`src/rtl/spi_seq_pkg.sv`:
```
// -----------------------------------------------------------------------------
// spi_seq_pkg
// Shared definitions for the SPI transfer sequencer: sequencer state encoding,
// host register map, SPI controller register addresses, control/clear/status
// bit positions and a status-byte packing helper.
// -----------------------------------------------------------------------------
package spi_seq_pkg;

  typedef enum logic [2:0] {
    ST_IDLE   = 3'd0,
    ST_START  = 3'd1,
    ST_WAIT   = 3'd2,
    ST_MID_RD = 3'd3,
    ST_SEND   = 3'd4,
    ST_FIN    = 3'd5
  } seq_state_e;

  // Host-side register addresses
  localparam logic [2:0] HADDR_DATA = 3'd0;
  localparam logic [2:0] HADDR_LEN  = 3'd1;
  localparam logic [2:0] HADDR_CTRL = 3'd2;
  localparam logic [2:0] HADDR_CLR  = 3'd3;

  // SPI controller register addresses: addr0 opens/closes a transaction,
  // addr1 continues it.
  localparam logic [2:0] SPI_ADDR_EDGE = 3'd0;
  localparam logic [2:0] SPI_ADDR_MID  = 3'd1;

  // Control register bits
  localparam int CTRL_GO      = 0;
  localparam int CTRL_SEL_LSB = 1;
  localparam int CTRL_IEN     = 3;

  // Clear register bits
  localparam int CLR_DONE = 0;
  localparam int CLR_OVF  = 1;

  // Status register bits
  localparam int STAT_BUSY     = 0;
  localparam int STAT_TX_FULL  = 1;
  localparam int STAT_RX_FULL  = 2;
  localparam int STAT_RX_EMPTY = 3;
  localparam int STAT_DONE     = 4;
  localparam int STAT_OVF      = 5;

  function automatic logic [7:0] pack_status(
    input logic ovf,
    input logic done,
    input logic rx_empty,
    input logic rx_full,
    input logic tx_full,
    input logic busy
  );
    logic [7:0] s;
    s                = 8'h00;
    s[STAT_OVF]      = ovf;
    s[STAT_DONE]     = done;
    s[STAT_RX_EMPTY] = rx_empty;
    s[STAT_RX_FULL]  = rx_full;
    s[STAT_TX_FULL]  = tx_full;
    s[STAT_BUSY]     = busy;
    return s;
  endfunction

endpackage

```
`src/rtl/spi_xfer_seq_fifo.sv`:
```
// -----------------------------------------------------------------------------
// seq_fifo
// Synchronous single-clock FIFO used for the sequencer TX and RX byte queues.
// Show-ahead: pop_data_o always presents the head entry.
//
// Parameters : DEPTH  - entries, power of two (2..16)
//              DATA_W - entry width
// Ports      : clk, reset       - clock, synchronous active-high reset
//              push_i/push_data_i - write strobe and data
//              pop_i            - read strobe (ignored when empty)
//              pop_data_o       - head entry
//              full_o/empty_o   - occupancy flags
//              count_o          - occupancy, $clog2(DEPTH)+1 bits
// -----------------------------------------------------------------------------
module seq_fifo #(
  parameter int DEPTH  = 8,
  parameter int DATA_W = 8,
  localparam int AW    = $clog2(DEPTH),
  localparam int CW    = AW + 1
) (
  input  logic              clk,
  input  logic              reset,
  input  logic              push_i,
  input  logic [DATA_W-1:0] push_data_i,
  input  logic              pop_i,
  output logic [DATA_W-1:0] pop_data_o,
  output logic              full_o,
  output logic              empty_o,
  output logic [CW-1:0]     count_o
);

  logic [DATA_W-1:0] mem_q [DEPTH];
  logic [AW-1:0]     wr_ptr_q, wr_ptr_d;
  logic [AW-1:0]     rd_ptr_q, rd_ptr_d;
  logic [CW-1:0]     count_q, count_d;
  logic              push_ok;
  logic              pop_ok;

  assign empty_o = (count_q == '0);
  assign full_o  = (count_q == CW'(DEPTH));
  assign count_o = count_q;

  // A push into a full FIFO still lands when a pop frees the head slot in the
  // same cycle; the occupancy then stays where it was.
  assign pop_ok  = pop_i && !empty_o;
  assign push_ok = push_i && (!full_o || pop_ok);

  // Pointers are AW bits wide, so the +1 wraps modulo DEPTH by itself.
  always_comb begin
    wr_ptr_d = wr_ptr_q;
    rd_ptr_d = rd_ptr_q;
    count_d  = count_q;
    if (push_ok) wr_ptr_d = wr_ptr_q + AW'(1);
    if (pop_ok)  rd_ptr_d = rd_ptr_q + AW'(1);
    case ({push_ok, pop_ok})
      2'b10:   count_d = count_q + CW'(1);
      2'b01:   count_d = count_q - CW'(1);
      default: count_d = count_q;
    endcase
  end

  always_ff @(posedge clk) begin
    if (reset) begin
      wr_ptr_q <= '0;
      rd_ptr_q <= '0;
      count_q  <= '0;
    end else begin
      wr_ptr_q <= wr_ptr_d;
      rd_ptr_q <= rd_ptr_d;
      count_q  <= count_d;
    end
  end

  // Storage carries no reset; occupancy alone decides what is valid.
  always_ff @(posedge clk) begin
    if (push_ok) mem_q[wr_ptr_q] <= push_data_i;
  end

  assign pop_data_o = mem_q[rd_ptr_q];

endmodule

```
`src/rtl/spi_xfer_seq.sv`:
```
// -----------------------------------------------------------------------------
// spi_xfer_seq
// Host-programmable SPI transfer sequencer. The host queues bytes in a TX
// FIFO, programs a length (bytes-1) and sets go; the sequencer then drives an
// SPI byte controller: first byte written at addr0, each following byte is
// preceded by a read of the previous received byte at addr1 and written at
// addr1, and the transaction is closed by a read at addr0. Received bytes go
// to an RX FIFO when present.
//
// Build option: define SPI_XFER_SEQ_RXFIFO_EN to include the RX FIFO. Without
// it received bytes are discarded, addr0 reads return 0, rx_empty reads 1 and
// rx_full reads 0.
//
// Parameters : FIFO_DEPTH  - TX/RX FIFO entries (power of two, 2..16)
//              SPI_SEL_DEF - reset value of the device select field
// Ports      : clk, reset                 - clock, sync active-high reset
//              reg_addr/reg_data_in       - host address and write data
//              reg_read/reg_write         - host one-cycle strobes
//              reg_data_out               - host read data (combinational)
//              interrupt                  - done AND interrupt enable
//              spi_reg_addr/_data_out     - SPI controller address/data
//              spi_reg_data_in            - SPI controller read data
//              spi_reg_sel                - device select
//              spi_reg_read/_write        - SPI controller strobes
//              spi_interrupt              - SPI byte complete
// -----------------------------------------------------------------------------
module spi_xfer_seq
  import spi_seq_pkg::*;
#(
  parameter int         FIFO_DEPTH  = 8,
  parameter logic [1:0] SPI_SEL_DEF = 2'd0
) (
  input  logic       clk,
  input  logic       reset,
  input  logic [2:0] reg_addr,
  input  logic [7:0] reg_data_in,
  output logic [7:0] reg_data_out,
  input  logic       reg_read,
  input  logic       reg_write,
  output logic       interrupt,
  output logic [2:0] spi_reg_addr,
  output logic [7:0] spi_reg_data_out,
  input  logic [7:0] spi_reg_data_in,
  output logic [1:0] spi_reg_sel,
  output logic       spi_reg_read,
  output logic       spi_reg_write,
  input  logic       spi_interrupt
);

  localparam int CW = $clog2(FIFO_DEPTH) + 1;

  seq_state_e state_q, state_d;
  logic [7:0] remain_q, remain_d;
  logic [7:0] len_q, len_d;
  logic [1:0] sel_q, sel_d;
  logic       ien_q, ien_d;
  logic       done_q, done_d;
  logic       ovf_q, ovf_d;

  logic       host_wr_data, host_wr_len, host_wr_ctrl, host_wr_clr;
  logic       host_rd_data;
  logic       busy, go;

  logic       tx_pop, tx_full, tx_empty;
  logic [7:0] tx_head;
  logic [CW-1:0] tx_count;

  logic       rx_push, rx_full, rx_empty;
  logic [7:0] rx_head;

  logic       done_set;
  logic       spi_wr, spi_rd;
  logic       unused_ok;

  // Host register decode
  assign host_wr_data = reg_write && (reg_addr == HADDR_DATA);
  assign host_wr_len  = reg_write && (reg_addr == HADDR_LEN);
  assign host_wr_ctrl = reg_write && (reg_addr == HADDR_CTRL);
  assign host_wr_clr  = reg_write && (reg_addr == HADDR_CLR);
  assign host_rd_data = reg_read  && (reg_addr == HADDR_DATA);

  assign busy = (state_q != ST_IDLE);
  assign go   = host_wr_ctrl && reg_data_in[CTRL_GO] && !busy;

  seq_fifo #(
    .DEPTH  (FIFO_DEPTH),
    .DATA_W (8)
  ) u_tx_fifo (
    .clk         (clk),
    .reset       (reset),
    .push_i      (host_wr_data),
    .push_data_i (reg_data_in),
    .pop_i       (tx_pop),
    .pop_data_o  (tx_head),
    .full_o      (tx_full),
    .empty_o     (tx_empty),
    .count_o     (tx_count)
  );

`ifdef SPI_XFER_SEQ_RXFIFO_EN
  logic [CW-1:0] rx_count;

  seq_fifo #(
    .DEPTH  (FIFO_DEPTH),
    .DATA_W (8)
  ) u_rx_fifo (
    .clk         (clk),
    .reset       (reset),
    .push_i      (rx_push),
    .push_data_i (spi_reg_data_in),
    .pop_i       (host_rd_data),
    .pop_data_o  (rx_head),
    .full_o      (rx_full),
    .empty_o     (rx_empty),
    .count_o     (rx_count)
  );

  assign unused_ok = ^{tx_count, rx_count};
`else
  // No receive queue: the sequencer never waits for RX space and the bytes
  // returned by the controller are dropped.
  assign rx_full   = 1'b0;
  assign rx_empty  = 1'b1;
  assign rx_head   = 8'h00;
  assign unused_ok = ^{tx_count, rx_push, host_rd_data, spi_reg_data_in};
`endif

  // Sequencer next state and SPI controller accesses
  always_comb begin
    state_d          = state_q;
    remain_d         = remain_q;
    done_set         = 1'b0;
    tx_pop           = 1'b0;
    rx_push          = 1'b0;
    spi_wr           = 1'b0;
    spi_rd           = 1'b0;
    spi_reg_addr     = SPI_ADDR_EDGE;
    spi_reg_data_out = 8'h00;
    case (state_q)
      ST_IDLE: begin
        if (go) begin
          remain_d = len_q;
          state_d  = ST_START;
        end
      end
      ST_START: begin
        if (!tx_empty) begin
          spi_wr           = 1'b1;
          spi_reg_addr     = SPI_ADDR_EDGE;
          spi_reg_data_out = tx_head;
          tx_pop           = 1'b1;
          state_d          = ST_WAIT;
        end
      end
      ST_WAIT: begin
        if (spi_interrupt) state_d = (remain_q == 8'd0) ? ST_FIN : ST_MID_RD;
      end
      ST_MID_RD: begin
        if (!rx_full) begin
          spi_rd       = 1'b1;
          spi_reg_addr = SPI_ADDR_MID;
          rx_push      = 1'b1;
          state_d      = ST_SEND;
        end
      end
      ST_SEND: begin
        if (!tx_empty) begin
          spi_wr           = 1'b1;
          spi_reg_addr     = SPI_ADDR_MID;
          spi_reg_data_out = tx_head;
          tx_pop           = 1'b1;
          remain_d         = remain_q - 8'd1;
          state_d          = ST_WAIT;
        end
      end
      ST_FIN: begin
        if (!rx_full) begin
          spi_rd       = 1'b1;
          spi_reg_addr = SPI_ADDR_EDGE;
          rx_push      = 1'b1;
          done_set     = 1'b1;
          state_d      = ST_IDLE;
        end
      end
      default: state_d = ST_IDLE;
    endcase
  end

  // Host-visible register updates. Length and select are frozen while a
  // transfer runs; the interrupt enable may change at any time.
  always_comb begin
    len_d  = len_q;
    sel_d  = sel_q;
    ien_d  = ien_q;
    done_d = done_q;
    ovf_d  = ovf_q;
    if (host_wr_len && !busy) len_d = reg_data_in;
    if (host_wr_ctrl) begin
      ien_d = reg_data_in[CTRL_IEN];
      if (!busy) sel_d = reg_data_in[CTRL_SEL_LSB +: 2];
    end
    // A push is only lost when the FIFO is full and not popped this cycle.
    if (host_wr_data && tx_full && !tx_pop) ovf_d = 1'b1;
    else if (host_wr_clr && reg_data_in[CLR_OVF]) ovf_d = 1'b0;
    if (done_set) done_d = 1'b1;
    else if (go || (host_wr_clr && reg_data_in[CLR_DONE])) done_d = 1'b0;
  end

  always_ff @(posedge clk) begin
    if (reset) begin
      state_q  <= ST_IDLE;
      remain_q <= 8'd0;
      len_q    <= 8'd0;
      sel_q    <= SPI_SEL_DEF;
      ien_q    <= 1'b0;
      done_q   <= 1'b0;
      ovf_q    <= 1'b0;
    end else begin
      state_q  <= state_d;
      remain_q <= remain_d;
      len_q    <= len_d;
      sel_q    <= sel_d;
      ien_q    <= ien_d;
      done_q   <= done_d;
      ovf_q    <= ovf_d;
    end
  end

  // Strobes are masked while reset is held so an interrupted transfer cannot
  // issue one last access in the reset cycle.
  assign spi_reg_write = spi_wr && !reset;
  assign spi_reg_read  = spi_rd && !reset;
  assign spi_reg_sel   = sel_q;
  assign interrupt     = done_q && ien_q;

  always_comb begin
    reg_data_out = 8'h00;
    case (reg_addr)
      HADDR_DATA: reg_data_out = rx_empty ? 8'h00 : rx_head;
      HADDR_CTRL: reg_data_out = pack_status(ovf_q, done_q, rx_empty, rx_full,
                                             tx_full, busy);
      default:    reg_data_out = 8'h00;
    endcase
  end

endmodule
```
`config.mk`:
```
export PLATFORM = sky130hd
export DESIGN_NAME = spi_xfer_seq
export DESIGN_NICKNAME = d
export VERILOG_FILES = /design/src/rtl/spi_seq_pkg.sv /design/src/rtl/spi_xfer_seq_fifo.sv /design/src/rtl/spi_xfer_seq.sv
export SDC_FILE = /design/constraint.sdc
export NUM_CORES = 1
export LEC_CHECK = 0
export CAP_MARGIN = 20
export CORE_ASPECT_RATIO = 2
export CORE_MARGIN = 2
export CORE_UTILIZATION = 57
export DETAILED_ROUTE_END_ITERATION = 12
export PLACE_DENSITY = 0.8
export SLEW_MARGIN = 20
export SYNTH_ARGS = -nofsm -noshare
export SYNTH_HDL_FRONTEND = slang
export SYNTH_HIERARCHICAL = 1
export SYNTH_SLANG_ARGS = --single-unit
```
`constraint.sdc`:
```
create_clock -name clk -period 3.5 [get_ports clk]
set_clock_uncertainty 0.1 [all_clocks]
set_input_delay 1.05 -clock clk [delete_from_list [all_inputs] [get_ports clk]]
set_output_delay 1.05 -clock clk [all_outputs]
set_load 0.01 [all_outputs]
```
==> out/metrics.yaml <==
clkPwrFrac_pct: 39.4
ys_types: 59
ys_top_cells_by_area: "edfxtp_1 (41%), dfxtp_1 (16%), mux4_1 (5.7%)"
power.density_nw_per_um2: 403
outcome: "complete, no violations"
ir_drop_v: 0.000304
critPathMaxFanout: 8
synth_top_flop_cell: "edfxtp_1"
tightest_slew_ps: 634
h-tree-depth: 3
final_cell_mix: "edfxtp_1 (64), dfxtp_1 (36), nor2_1 (34)"
p_int_mw: 1.79
finalHoldViolations: 0
final_layout_size_suffix_gt1_share_pct: 20.1
pwr-share-seq_pct: 56.9
fin_nets: 437
routed_wl_um: 9240
die_width_um: 67.8
row_count: 46
die-area_um2: 8920
post_drt_wl_per_cell_um: 18.2
clkSinkCount: 101
vias: 2978
drtIter0Drc: 178
hold_end: "spi_reg_sel[1]$_SDFFE_PP0P_"
drt-vias-per-instance: 5.86
synth_warnings: 6
clk_pin_slew_ps: 60
setup_viol: 0
synth_seq_cells: 101
finalCritPeriodShare_pct: 97.6
synth_seq_area_share_pct: 57.4
place_hpwl_um: 6530
syn_to_final_growth_pct: 19.7
power_switching_mw: 0.448
synth-edff-count: 64
holdWs_ps: 360
regArea_um2: 2670
syn_area_um2: 4640
antenna_cells: 0
placed_cell_area_um2: 5180
required_ps: 2350
cts_inserted_buffers: 9
fillCellCount: 545
grt_usage_pct: 22.6
rsz0062_at_grt: "no"
holdPathStages: 2
p_comb_share_pct: 3.7
critPathLaunchType: "flip-flop"
reg2regPathDepth: 13
crit_path_end_kind: "output port"
clk_latency_ps: 330
cts_tree: "done"
swShare_pct: 20.0
grt_pass1_vias: 2932
ys_async_sr_fraction_pct: 0
final_area_um2: 5550
clockBufferDepth: 2
rr_endpoint: "u_tx_fifo/count_o[3]$_SDFFE_PP0P_"
grt_pass1_wl_um: 14700
syn_area_per_cell_um2: 13.3
reg2reg_slack_ps: 510
routabilityCongestion: 0.869
hp-start: "spi_reg_sel[1]$_SDFFE_PP0P_"
yosysTopAreaCellShare_pct: 41.4
finalCoreUtilization_pct: 69.9
syn_inst: 348
r2r_start: "u_tx_fifo/count_o[1]$_SDFFE_PP0P_"
dr.pass1.iters: 4
max_freq_ghz: 0.293
cap_violations: 0
drc: 0
fin_total_pwr_mw: 2.24
pin_count: 48
relSlewSlack_pct: 57.1
overflow: 0
die_h_um: 132
critical_path_class: "reg -> out"
cts-root-buf: "clkbuf_16"
portBuffers: 33
layout_min_cycle_time_ps: 3410
cp.arrival_ps: 2260
grt_max_degree: 26
antenna_found_initial: 0
initial_core_util_pct: 58.4
holdCritPathClass: "reg -> reg"
p_leak_nw: 2.02
core_um2: 7940
pre_cts_ws_ps: -354
setup_slack_ps: 85.6
maxSlewViolCount: 0
mostFrequentLayoutCell: "edfxtp_1"
antenna_left: 0
yosys.area.top_type: "edfxtp_1"
multi_input_area_um2: 1840
[flip-flops by register name (all words and copies together), names as in the netlist, named ones only]
register and flops:
u_tx_fifo/wr_ptr_q 3, u_tx_fifo/mem_q 64, u_tx_fifo/rd_ptr_q 3, remain_q 8
done_q 1, len_q 8, u_tx_fifo/count_o 4, state_q 3
spi_reg_sel 2, ovf_q 1, ien_q 1
[power by group through the flow]
stage / Combinational, mW / Sequential (mW) / Clock [mW]
floorplan: 0.0379 / 1.30 / 0
CTS: 0.0839 / 1.27 / 0.898
global placement: 0.0791 / 1.30 / 0
finish: 0.0837 / 1.27 / 0.881
detailed placement: 0.0817 / 1.30 / 0
global route: 0.0919 / 1.27 / 0.945
[cell type report]
cell class                 instances  area share, %
clock inverter                     5          0.676
sequential                       101           48.0
inverter                           5          0.338
tap                               96           2.16
multi-input combinational        221           33.2
clock buffer                      11           4.19
timing repair buffer              69           11.4
[synth_stat cells (all sizes together) (4+ instances only)]
library cell	count
a21o	7
a21oi	16
a31oi	5
and2	13
buf	19
clkbuf	6
dfxtp	37
edfxtp	64
ha	5
inv	5
mux2	8
mux2i	12
mux4	16
nand2	18
nand2b	6
nand3	5
nand3b	4
nor2	35
nor3	10
o211ai	4
o21ai	8
xnor2	5
xor2	4
[stage by stage]
stage	TNS, ps	instances
finish	0	508
global route	0	508
CTS	0	505
global placement	-1570	487
floorplan	0	352
detailed placement	-1620	487
[per-layer routing]
| layer | part of all wire, % | vias up | global-route usage, % |
|---|---|---|---|
| li1 | - | 1413 | - |
| met1 | 35 | 1477 | 23.4 |
| met2 | 60 | 71 | 42.8 |
| met3 | 2.9 | 17 | 3.08 |
| met4 | 2.6 | 0 | 9.22 |
| met5 | 0 | - | 0 |
[cell families after synthesis]
logic type,count (synthesis),share of synthesized area (%)
multiplexers,36,13.1
other,1,0.0809
AND/OR/NAND/NOR,114,13.7
buffers and inverters,30,4.26
AO/OA/AOI/OAI,51,7.96
XOR/XNOR,9,1.70
adder cells (fa/ha/maj),6,1.78
flip-flops,101,57.4
[worst max path at each step]
stage | startpoint | end | slack, ps | cells past startpoint
global placement | reg_addr[1] | reg_data_out[1] | -350 | 5
CTS | reg_addr[1] | reg_data_out[5] | 9 | 6
global route | flip-flop | spi_reg_data_out[6] | 30 | 5
finish | flip-flop | spi_reg_data_out[6] | 90 | 5
detailed placement | reg_addr[1] | reg_data_out[1] | -350 | 5
floorplan | reg_addr[0] | u_tx_fifo/mem_q[0][0]$_DFFE_PP_ | 280 | 4
[worst max-delay path, cell delays in order, from the launching register on]
cell	delay (ps)
dfxtp_4	380
buf_12	140
mux4_1	550
mux2_2	270
and2_1	130
clkdlybuf4s50_1	470
[repair_timing]
action	4_1_cts	5_1_grt
gates cloned	1	0
resized for setup	23	7
setup buffers	1	3
pin swaps	1	2
hold buffers	0	0
setup endpoints to repair	15	6
(Power assumes the default switching activity.)
==> edit (config.mk and constraints unchanged) <==
Re-encode `seq_state_e` (6 states) as one-hot, 6 bits wide.
--- a/src/rtl/spi_seq_pkg.sv
+++ b/src/rtl/spi_seq_pkg.sv
@@ -7,11 +7,11 @@
 package spi_seq_pkg;
 
-  typedef enum logic [2:0] {
-    ST_IDLE   = 3'd0,
-    ST_START  = 3'd1,
-    ST_WAIT   = 3'd2,
-    ST_MID_RD = 3'd3,
-    ST_SEND   = 3'd4,
-    ST_FIN    = 3'd5
+  typedef enum logic [5:0] {
+    ST_IDLE   = 6'b000001,
+    ST_START  = 6'b000010,
+    ST_WAIT   = 6'b000100,
+    ST_MID_RD = 6'b001000,
+    ST_SEND   = 6'b010000,
+    ST_FIN    = 6'b100000
   } seq_state_e;
 
Check against the original RTL: same outputs for any inputs over 10 cycles, from zero or initial values and one cycle with reset high; not proved beyond that.
==> edit against the unedited design <==
- total power is 5.4% higher
- setup slack worse by 0.0088 ns
- register-to-register slack worse by 0.30 ns
- count of clock-buffer cells in the layout shrank 1
- synthesized area is 5.0% higher
- highest routed layer unchanged
- global-route usage rose by 0.13 points
- routed wire length increased by 10%
- final cell count rose by 6.1%
- largest power group unchanged
- critical endpoint is now spi_reg_write
- critical path type unchanged
- cell area is 3.3% higher
- core utilization decreased by 0.72 points
- sequential cell count is 3 higher
- via count up 8.8%
==> edit: results (changes against the unedited design) <==
run status=complete, no violations; launch point of the worst hold path=remain_q[7]; setup slack of the most critical reg-to-reg path=0.21 ns (-0.30 ns); master of the slowest instance on the critical path=clkdlybuf4s50_1; worst hold path endpoint=remain_q[7]; layout net count=466 (+6.6%); filler-free cell count of the finished design=539 (+6.1%); routed len/inst=18.9 um (+3.8%); net switching power of the design=0.000507 W (+13%); sequential area share after synthesis=55.9% (-1.5 points); Relative slew margins=56.6% (-0.47 points); maximum number of pins on one net before global-route repair=24 (-7.7%); count of vias placed by the detailed router=3241 (+8.8%); Seq pwr share=55.4% (-1.5 points); Total Routing Usage GR=22.8% (+0.13 points); cell class contributing the biggest share of worst-path delay=simple AND/OR/NAND/NOR gates; area overhead of the layout relative to synthesis=17.7%; Post-DP HPWL=7270 um (+11%); share of final-layout standard cells stronger than drive strength 1=19.7% (-0.42 points); fraction of power spent switching nets=21.5% (+1.5 points); post-synth cell types=69 (+17%); detailed-routing iteration count for the pre-antenna-repair pass=5 (+1); clock network power share=41.1% (+1.7 points); Post-Syn Instances=379 (+8.9%); clock latency on the worst-skew pair=0.35 ns (+0.02 ns); top cells by area in the synthesized netlist=edfxtp_1 39%, dfxtp_1 16%, mux4_1 5.4%; worst slack at placement=-0.230 ns (+0.124 ns); startpoint of the worst register-to-register path=state_q[2]
edit: changes by cell type in the layout (fill, tap and decap cells not counted), moves of 5 or more:
cell,change
a21o_1,-6
a21oi_1,-6
a211oi_1,+6
o32ai_1,+6
nor3b_1,+5
edit: logic make-up after synthesis:
family / share of synthesized area (%)
compound gates: 8.68
fa+ha+maj: 1.69
mux: 12.9
xor+xnor: 1.80
other cells: 0.0770
flops: 55.9
simple gates: 14.4
buf+inv: 4.54
edit: timing repair:
item                       4_1_cts  5_1_grt
setup endpoints to repair       15        1
hold endpoints to repair         0        0
gates resized for setup         22        1
buffers inserted                 2        0
pin swaps                        1        0
edit: cell type report:
cell class,instances,area share (%)
clock buffer,10,4.17
clock inverter,6,0.916
timing repair buffer,68,10.3
multi-input combinational,242,34.1
tap,98,2.14
sequential,104,47.5
inverter,11,0.851
edit: worst reg2reg max path: stages (launching register included):
cell	delay (ns)
dfxtp_1	0.31
or3_4	0.43
or4_4	0.52
inv_8	0.11
buf_4	0.12
buf_4	0.14
o21ai_2	0.09
or2_2	0.30
inv_1	0.09
ha_1	0.27
a21oi_2	0.24
nor4bb_1	0.23
o21bai_1	0.12
a31oi_1	0.14
edit: how the worst max path moves through the flow:
stage / start / to / slack [ns]
final: state_q[2] / spi_reg_write / 0.08
after global routing: state_q[2] / spi_reg_write / 0.02
after CTS: state_q[2] / spi_reg_write / 0.06
after detailed placement: reg_addr[1] / reg_data_out[5] / -0.23
after global placement: reg_addr[1] / reg_data_out[5] / -0.26
after floorplan: reg_addr[1] / u_tx_fifo/mem_q[0][0] / 0.30
edit: layer usage:
layer	part of all wire, %	track usage, %	routed length, um
met5	0	0	0
met3	3.7	3.58	375
met2	58	44.3	5880
met1	36	23.1	3660
met4	2.6	10.6	264
